`src/rtl/freq_range_ctrl.sv`:
```
// Range controller for the DDFS/VGA DAC sample-clock divider.
// Steps freq_cntrl from debounced buttons or an automatic sweep, applying changes only on div_clk falls.

module freq_range_debounce #(
    parameter int CYCLES = 500000
) (
    input  logic clk_in,
    input  logic rst_n,
    input  logic btn,
    output logic press
);
    localparam int CW = (CYCLES > 1) ? $clog2(CYCLES) : 1;
    localparam logic [CW-1:0] RELOAD = CW'(CYCLES - 1);

    logic [1:0]    sync;
    logic          level;
    logic [CW-1:0] cnt;

    // cnt reloads whenever the synced input agrees with the accepted level,
    // so the level only flips after CYCLES consecutive disagreeing samples.
    always_ff @(posedge clk_in) begin
        if (!rst_n) begin
            sync  <= 2'b00;
            level <= 1'b0;
            cnt   <= '0;
            press <= 1'b0;
        end else begin
            sync  <= {sync[0], btn};
            press <= 1'b0;
            if (sync[1] == level) begin
                cnt <= RELOAD;
            end else if (cnt == '0) begin
                level <= sync[1];
                cnt   <= RELOAD;
                press <= sync[1];
            end else begin
                cnt <= cnt - 1'b1;
            end
        end
    end
endmodule

// State table:
//   ST_IDLE | no request outstanding; buttons accepted, or sweep runs when sweep_en=1
//   ST_PEND | button request held in target, applied on the next div_clk fall
module freq_range_ctrl #(
    parameter int DEBOUNCE_CYCLES = 500000,
    parameter int DWELL_TICKS     = 8,
    parameter int RESET_RANGE     = 3
) (
    input  logic       clk_in,
    input  logic       rst_n,
    input  logic       btn_up,
    input  logic       btn_down,
    input  logic       sweep_en,
    input  logic       div_clk,
    output logic [2:0] freq_cntrl,
    output logic       busy,
    output logic       range_changed,
    output logic       at_min,
    output logic       at_max
);
    localparam logic [0:0] ST_IDLE = 1'b0;
    localparam logic [0:0] ST_PEND = 1'b1;

    localparam logic [2:0] RANGE_MAX  = 3'd6;
    localparam logic [2:0] RANGE_INIT = 3'(RESET_RANGE);
    localparam logic [7:0] DWELL_LAST = 8'(DWELL_TICKS - 1);

    logic       up_press;
    logic       down_press;
    logic [0:0] state;
    logic [2:0] target;
    logic [7:0] dwell;
    logic       div_q;
    logic       fall;

    freq_range_debounce #(.CYCLES(DEBOUNCE_CYCLES)) u_deb_up (
        .clk_in (clk_in),
        .rst_n  (rst_n),
        .btn    (btn_up),
        .press  (up_press)
    );

    freq_range_debounce #(.CYCLES(DEBOUNCE_CYCLES)) u_deb_down (
        .clk_in (clk_in),
        .rst_n  (rst_n),
        .btn    (btn_down),
        .press  (down_press)
    );

    // div_clk shares clk_in, so a registered copy is enough to find its falling edge.
    assign fall = div_q & ~div_clk;

    always_ff @(posedge clk_in) begin
        if (!rst_n) begin
            state         <= ST_IDLE;
            freq_cntrl    <= RANGE_INIT;
            target        <= RANGE_INIT;
            dwell         <= 8'd0;
            div_q         <= 1'b0;
            range_changed <= 1'b0;
        end else begin
            div_q         <= div_clk;
            range_changed <= 1'b0;
            case (state)
                ST_IDLE: begin
                    if (sweep_en) begin
                        if (fall) begin
                            if (dwell == DWELL_LAST) begin
                                dwell         <= 8'd0;
                                freq_cntrl    <= (freq_cntrl == RANGE_MAX) ? 3'd0 : freq_cntrl + 3'd1;
                                range_changed <= 1'b1;
                            end else begin
                                dwell <= dwell + 8'd1;
                            end
                        end
                    end else begin
                        dwell <= 8'd0;
                        if (up_press && !down_press && freq_cntrl != RANGE_MAX) begin
                            target <= freq_cntrl + 3'd1;
                            state  <= ST_PEND;
                        end else if (down_press && !up_press && freq_cntrl != 3'd0) begin
                            target <= freq_cntrl - 3'd1;
                            state  <= ST_PEND;
                        end
                    end
                end
                ST_PEND: begin
                    // A fall in the accept cycle was seen in IDLE, so any fall here is a later one.
                    dwell <= 8'd0;
                    if (fall) begin
                        freq_cntrl    <= target;
                        range_changed <= 1'b1;
                        state         <= ST_IDLE;
                    end
                end
                default: begin
                    state <= ST_IDLE;
                    dwell <= 8'd0;
                end
            endcase
        end
    end

    assign busy   = (state == ST_PEND);
    assign at_min = (freq_cntrl == 3'd0);
    assign at_max = (freq_cntrl == RANGE_MAX);
endmodule

```
`config.mk`:
```
export PLATFORM = sky130hd
export DESIGN_NAME = freq_range_ctrl
export DESIGN_NICKNAME = d
export VERILOG_FILES = /design/src/rtl/freq_range_ctrl.sv
export SDC_FILE = /design/constraint.sdc
export NUM_CORES = 1
export LEC_CHECK = 0
export CORE_MARGIN = 5
export CORE_UTILIZATION = 25
export CTS_BUF_LIST = sky130_fd_sc_hd__clkbuf_4 sky130_fd_sc_hd__clkbuf_8 sky130_fd_sc_hd__clkbuf_16
export CTS_CLUSTER_DIAMETER = 50
export CTS_CLUSTER_SIZE = 25
export DETAILED_ROUTE_END_ITERATION = 8
export RECOVER_POWER = 25
export SLEW_MARGIN = 20
export SYNTH_ARGS = -nofsm -noshare
export SYNTH_HDL_FRONTEND = slang
export SYNTH_SLANG_ARGS = --single-unit
```
`constraint.sdc`:
```
create_clock -name clk_in -period 2.4 [get_ports clk_in]
set_clock_uncertainty 0.05 [all_clocks]
set_input_delay 0.6 -clock clk_in [delete_from_list [all_inputs] [get_ports clk_in]]
set_output_delay 0.6 -clock clk_in [all_outputs]
set_load 0.05 [all_outputs]
```
## Word-level counts from Yosys, hierarchy flattened

Index checks and enable logic that the tools add are counted.

| operators by class | value |
|---|---|
| $add $sub $neg | 5 |
| eq/ne operators | 10 |
| mux-type cells | 26 |
| bitwise operators | 9 |
| reduce and logical (&&, ||, !) cells | 19 |

Operators with widths:

| operator | number |
|---|---|
| 19-bit two-way mux | 4 |
| 19-bit zero test | 2 |
| 19-bit by 1-bit subtractor with 19-bit output, second input constant | 2 |
| 8-bit two-way mux | 3 |
| 3-bit two-way mux | 7 |
| 8-bit one-hot mux with 2 select lines | 1 |
| 3-bit OR reduction | 4 |
| 8-bit by 1-bit adder with 8-bit output, second input constant | 1 |
| 8-bit by 3-bit equality test with 1-bit output, second input constant | 1 |
| 1-bit two-way mux | 8 |
| 1-bit NOT | 8 |
| 2-bit inequality test, second input constant | 3 |
| 3-bit inequality test, second input constant | 2 |
| 3-bit one-hot mux with 2 select lines | 1 |
| 1-bit logical AND | 4 |
| 1-bit one-hot mux with 2 select lines | 2 |
| 2-bit AND reduction | 2 |
| 4-bit AND reduction | 1 |
| 3-bit by 1-bit adder with 3-bit output, second input constant | 1 |
| 3-bit equality test, second input constant | 1 |
| 3-bit zero test | 1 |
| 3-bit AND reduction | 1 |
| 3-bit nonzero test | 1 |
| 3-bit by 1-bit subtractor with 3-bit output, second input constant | 1 |
| other kinds (5) | 7 |

| word-level totals | value |
|---|---|
| flip-flop bits (word level) | 63 |

## Depth between registers and ports, before layout

Gate-level depths: netlist of run 1.

| logic depth | value |
|---|---|
| word-level depth | 7 |
| mapped depth | 7 |
| mapped depth without buffers | 6 |

## Hierarchy

Synthesis of run 1 repeated with hierarchy kept, for this count alone.

| unflattened totals | value |
|---|---|
| cells, all modules | 332 |
| area, all modules | 3160.5 µm² |

By module, submodules not included:

| module | times used | cells an instance | area each (µm²) |
|---|---|---|---|
| freq_range_debounce | 2 | 110 | 1062.3 |
| freq_range_ctrl | 1 | 112 | 1036.0 |

## Least setup slack after synthesis of run 1

No wires, ideal clock.

| path | value |
|---|---|
| path type | register to register |
| start point | register freq_cntrl[0] |
| end point | register target[2] |
| arrival time | 2.314 ns |
| required time | 2.228 ns |
| slack | -0.085 ns |
| stages on the path, launching flop included | 8 |
| path buffers | 1 |
| cells stage by stage | dfxtp_1 -> inv_1 -> ha_1 -> and2_1 -> clkbuf_1 -> o22ai_1 -> nand2_1 -> o311a_1 |

| between the ends | value |
|---|---|
| cells in the longest elaborated chain, start to end | 4 |
| elaborated cells between the ends (all ways) | 10 |

RTL lines:

| item | RTL line | text |
|---|---|---|
| from (decl) | 57 | `output logic [2:0] freq_cntrl,` |
| from (signal assigned) | 112 | `freq_cntrl <= (freq_cntrl == RANGE_MAX) ? 3'd0 : freq_cntrl + 3'd1;` |
| from (signal assigned) | 133 | `freq_cntrl <= target;` |
| branches (longest 4 deep; another with 3-bit by 1-bit subtractor with 3-bit output) | -- |  |
| to (signal assigned) | 121 | `target <= freq_cntrl + 3'd1;` |
| to (signal assigned) | 124 | `target <= freq_cntrl - 3'd1;` |
| to (decl) | 73 | `logic [2:0] target;` |

Several ways; the timed one is not identified. The select of a mux whose other input is x is not followed.
A chain may end at the register's enable or synchronous reset.

## Worst setup path after layout of run 1

| path | value |
|---|---|
| start point | register freq_cntrl[1] |
| end point | output port freq_cntrl[1] |

No word-level cell between the ends.

==> results of run 1 <==
==> per-stage QoR <==
step,setup slack (ns),utilization (%),std cells,power (mW)
floorplan,0.1165,-,332,1.232
global placement,0.2811,28.92,489,1.281
detailed placement,0.2357,28.92,489,1.285
CTS,0.1891,31.80,505,2.714
global route,0.1192,31.71,505,2.791
finish,0.2108,31.71,505,2.675
==> state kept, by name, indices dropped and copies added (netlist names) <==
name and count:
u_deb_up.level 1, u_deb_up.cnt 19, dwell 8, u_deb_down.cnt 19, target 3, u_deb_up.sync 2, freq_cntrl 3, u_deb_down.press 1
busy 1, u_deb_down.level 1, u_deb_up.press 1, u_deb_down.sync 2, range_changed 1, div_q 1
==> synth_stat cells, drive strengths merged (3+ instances only) <==
master	count	share of area, %
o21ai	14	2.4
a21oi	30	5.2
or3	7	1.5
or4	6	1.6
clkbuf	9	1.1
ha	10	4.2
nand2b	8	1.7
nor4	10	2.3
nand3	8	1.3
o211ai	5	1.4
o31ai	5	1.3
nand3b	4	1.0
nand4	6	1.3
nor2	31	3.9
dfxtp	63	42
o2111ai	5	1.5
inv	10	1.3
xor2	22	6.5
or2	4	0.84
nor3	4	0.67
nand4b	3	0.88
a31oi	8	1.7
and2	7	1.5
xnor2	10	2.9
nor2b	3	0.63
nand2	13	1.6
nor3b	4	1.0
==> cell families (layout without fill, tap and decap cells) <==
group | count (synthesis) | in the layout
compound gates | 79 | 79
xor+xnor | 32 | 32
fa+ha+maj | 10 | 10
buf+inv | 22 | 52
flops | 63 | 63
mux | 1 | 1
simple gates | 125 | 125
==> per-layer routing <==
| metal | vias up | GRT usage (%) | routed length, µm |
|---|---|---|---|
| met5 | - | 0 | 0 |
| met3 | 12 | 2.654 | 215 |
| met2 | 39 | 15.05 | 2899 |
| met4 | 0 | 3.910 | 112 |
| met1 | 1149 | 11.52 | 2867 |
| li1 | 1261 | - | - |
==> power by group through the flow <==
stage / combinational (mW) / sequential (mW) / clock, mW
detailed placement: 0.154 / 1.13 / 0
global route: 0.172 / 1.11 / 1.51
global placement: 0.153 / 1.13 / 0
floorplan: 0.111 / 1.12 / 0
finish: 0.152 / 1.11 / 1.41
CTS: 0.156 / 1.11 / 1.45
==> layout make-up <==
class | instances | area, µm²
clock buffer | 13 | 267.8
clock inverter | 3 | 65.06
fill | 1164 | 7898
inverter | 11 | 41.29
multi-input combinational | 247 | 1627
sequential | 63 | 1262
tap | 143 | 178.9
timing repair buffer | 25 | 225.2
==> worst paths after layout <==
check,start,endpoint,slack (ns)
worst min register to register,u_deb_down.sync[0],u_deb_down.sync[1],0.41
worst max-delay path,freq_cntrl[1],freq_cntrl[1],0.21
worst max register to register,u_deb_up.cnt[13],u_deb_up.cnt[17],0.24
worst min-delay path,u_deb_down.sync[0],u_deb_down.sync[1],0.41
==> impl_metrics.ini, run 1 <==
[finish]
layout.cells.most_common_list = 62 x dfxtp_1, 31 x nor2_1, 29 x a21oi_1
n_antenna_cell = 0
finalNetCount = 373
syn_to_final_growth_pct = 23.15
layout_commonest_cell = dfxtp_1
fin_area_um2 = 3667
drive_above_1_share_pct = 11.88

[floorplan]
rows = 39
die_x_um = 119.1
initial_core_util_pct = 25.75
core_um2 = 11560
die_area_um2 = 14190
die_height_um = 119.1
ioPinCount = 13

[timing]
holdWs_ns = 0.4103
rsz0062_at_grt = no
fin_crit_ns = 2.189
fin_tns_setup_ns = 0
tightest_slew_ns = 0.8316
maxSlewHeadroom_pct = 44.56
hold_violations = 0
max_freq_ghz = 0.4568
fin_crit_sh_pct = 91.22
slew_viol_final = 0
setup_viol = 0

[grt]
grt_start_max_net_pins = 27
track_usage_pct = 9.275
grt_pass1_vias = 2422
grt_pass1_wl_um = 11030
globalRouteOverflowTotal = 0
antenna_found_initial = 0

[logic_synthesis]
synth_nets = 348
ys_seq_area_share_pct = 42.35
ys_types = 51
synthSimpleGateAreaFrac_pct = 23.95
postSynthAreaPerCell_um2 = 8.969
synth_cells = 332
synth_compound_area_share_pct = 16.72
synth_xor_area_share_pct = 9.412
synth_top_family_by_area = simple AND/OR/NAND/NOR gates
yosys_warnings = 0
async_flop_share_pct = 0
muxShareOfSynthArea_pct = 0.3361
synth-seq-cells = 63
synth_edf_count = 0
ys.flop_type = dfxtp_1
syn_area_um2 = 2978
synthAdderAreaFrac_pct = 4.202

[detailed_routing]
wl_per_cell_um = 12.07
totalWireLength_um = 6096
vias = 2461
vias_per_cell = 4.873
ant_nets = 0
firstDrtPassIters = 4
drc = 0
drtIter0Drc = 114

[worst_setup_path]
crit_arrival_ns = 1.54
cp_num_buf_inv = 1
crit_family = buffers and inverters
end_kind = output port
cp_slowest_stage_delay_ns = 0.83
cp_max_fo = 5
critPathLaunchType = register
crit_type = reg -> out
crit_slowest_cell = clkdlybuf4s50_1
cp_cell_sequence = clkdlybuf4s50_1
crit_required_ns = 1.75
cp.depth = 1
r2r_cells = 4

[clock_network]
post_cts_buffers = 0
htreeDepth = 3
clock_path_buffers = 2
cts.sinks = 63
clkLatencyLatePin_ns = 0.32
path_clk_slew_ns = 0.05
postCtsResizedCells = 0
hold_buffers = 0
cts_tree = yes
cts_root_buf = clkbuf_16
cts_inserted_buffers = 9

[status]
outcome = complete, no violations

[place]
place_area_um2 = 3344
hpwl_um = 4214
gp_congestion = 0.7317
port_buffers = 12

[run]
drv_cap = 0

[power]
clkPwrFrac_pct = 52.8
ir_worst_vdd_uv = 349.8
p_comb_share_pct = 5.7
seqPwrFrac_pct = 41.5
p_int_mw = 2.130
swShare_pct = 20.37
p_switching_mw = 0.5449
powerDensity_nw_per_um2 = 729.5
p_leak_nw = 1.317

[worst_hold_path]
hp-class = reg -> reg
holdPathStages = 1
(Power assumes the default switching activity.)
==> inputs of run 2 (changes only) <==
- GPL_ROUTABILITY_DRIVEN: not set -> 0
- MAX_ROUTING_LAYER: not set -> met4
==> impl_metrics.ini, run 2 (synthesis gave the netlist of run 1 again) <==
[finish]
nFillCells = 1164
drive_above_1_share_pct = 11.88
final-instance-count-excl-fill = 505
n_antenna_cell = 0
syn_to_final_growth_pct = 23.15
finalNetCount = 373
final_core_util_pct = 31.71
layout_commonest_cell = dfxtp_1
fin_area_um2 = 3667
reg.largest.list = u_deb_down.cnt: 19 flops, u_deb_up.cnt: 19 flops, dwell: 8 flops
layout.cells.most_common_list = 62 x dfxtp_1, 31 x nor2_1, 29 x a21oi_1

[power]
clkPwrFrac_pct = 52.8
swShare_pct = 20.33
ir_worst_vdd_uv = 349.7
p_int_mw = 2.130
p_leak_nw = 1.317
powerDensity_nw_per_um2 = 729.2
p_switching_mw = 0.5437
p_comb_share_pct = 5.7
seqPwrFrac_pct = 41.5

[place]
port_buffers = 12
dp.cells = 489
hpwl_um = 4214
place_area_um2 = 3344

[detailed_routing]
drtIter0Drc = 118
firstDrtPassIters = 4
drc = 0
ant_nets = 0
wl_per_cell_um = 12.02
vias_per_cell = 4.859
vias = 2454
totalWireLength_um = 6068

[clock_network]
cts_inserted_buffers = 9
htreeDepth = 3
post_cts_buffers = 0
clock_path_buffers = 2
clkLatencyLatePin_ns = 0.32
cts.sinks = 63
cts_root_buf = clkbuf_16
cts_tree = yes
path_clk_slew_ns = 0.05
postCtsResizedCells = 0
hold_buffers = 0

[worst_setup_path]
reg2reg_from = u_deb_up.cnt[13]
crit_family = buffers and inverters
crit_arrival_ns = 1.54
r2r_cells = 4
cp_max_fo = 5
critPathLaunchType = register
crit_required_ns = 1.75
cp_cell_sequence = clkdlybuf4s50_1
crit_type = reg -> out
ff2ff_setup_slack_ns = 0.24
reg2reg_to = u_deb_up.cnt[17]
end_kind = output port
cp_slowest_stage_delay_ns = 0.83
cp_num_buf_inv = 1
crit_slowest_cell = clkdlybuf4s50_1

[timing]
tightest_slew_ns = 0.8268
fin_crit_ns = 2.189
holdWs_ns = 0.4103
maxSlewHeadroom_pct = 44.88
setup_viol = 0
hold_violations = 0
rsz0062_at_grt = no
fin_crit_sh_pct = 91.19
fin_tns_setup_ns = 0
max_freq_ghz = 0.4569
slew_viol_final = 0

[grt]
globalRouteOverflowTotal = 0
grt_pass1_wl_um = 11020
gr-usage-met3_pct = 2.796
grt_start_max_net_pins = 27
busiest_layer = met2
grt_pass1_vias = 2428
track_usage_pct = 9.549
grtUsageMet2_pct = 15.05
grtUsageMet1_pct = 11.52
antenna_found_initial = 0

[floorplan]
die_area_um2 = 14190
die_x_um = 119.1
ioPinCount = 13
initial_core_util_pct = 25.75
die_height_um = 119.1
core_um2 = 11560
rows = 39

[run]
drv_cap = 0

[worst_hold_path]
hold_path.startpoint = u_deb_down.sync[0]
holdPathStages = 1
hp-class = reg -> reg
holdPathEnd = u_deb_down.sync[1]

[status]
outcome = complete, no violations
## run 2: cell counts in the layout (fill, tap and decap cells not counted)
Identical to the previous run, type by type.
## run 2: worst register-to-register path: stages, from the launching register on
cell	delay, ns
dfxtp_1	0.35
or4_4	0.56
or4b_4	0.56
o21a_1	0.34
a31oi_1	0.21
## run 2: final cells by class
cell class	instances	area, µm²	share of cell area (%)
repair buffers	25	225.2	6.141
inverters	11	41.29	1.126
clock buffers	13	267.8	7.301
well taps	143	178.9	4.879
clock inverters	3	65.06	1.774
multi-input cells	247	1627	44.35
flip-flops and latches	63	1262	34.43
## run 2: per-layer routing
metal	wire length [µm]	up-vias
met5	0	-
met4	110	0
met3	200	12
met1	2866	1145
li1	-	1262
met2	2890	35
## run 2: metrics by stage
| step | power [mW] | setup WS (ns) |
|---|---|---|
| after floorplan | 1.232 | 0.1165 |
| after global placement | 1.281 | 0.2811 |
| after detailed placement | 1.285 | 0.2357 |
| after CTS | 2.714 | 0.1891 |
| after global routing | 2.791 | 0.1192 |
| final | 2.674 | 0.2114 |
## run 2: how the worst max path moves through the flow
| stage | from | to | slack, ns | cells past startpoint |
|---|---|---|---|---|
| finish | freq_cntrl[1] | freq_cntrl[1] | 0.21 | 1 |
| global route | u_deb_up.cnt[13] | u_deb_up.cnt[17] | 0.12 | 4 |
| CTS | freq_cntrl[1] | freq_cntrl[1] | 0.19 | 1 |
| detailed placement | sweep_en | dwell[7] | 0.24 | 5 |
| global placement | sweep_en | dwell[7] | 0.28 | 5 |
| floorplan | freq_cntrl[1] | target[2] | 0.12 | 6 |
## run 2: power by group through the flow
| stage | Sequential (mW) | Clock, mW | Combinational, mW |
|---|---|---|---|
| global placement | 1.13 | 0 | 0.153 |
| floorplan | 1.12 | 0 | 0.111 |
| finish | 1.11 | 1.41 | 0.152 |
| detailed placement | 1.13 | 0 | 0.154 |
| global route | 1.11 | 1.51 | 0.172 |
| CTS | 1.11 | 1.45 | 0.156 |
==> inputs of run 3 (changes only) <==
- CTS_CLUSTER_DIAMETER: 50 -> 80
==> results of run 3 <==
The final DEF is identical to that of run 2; final timing and power are the same.
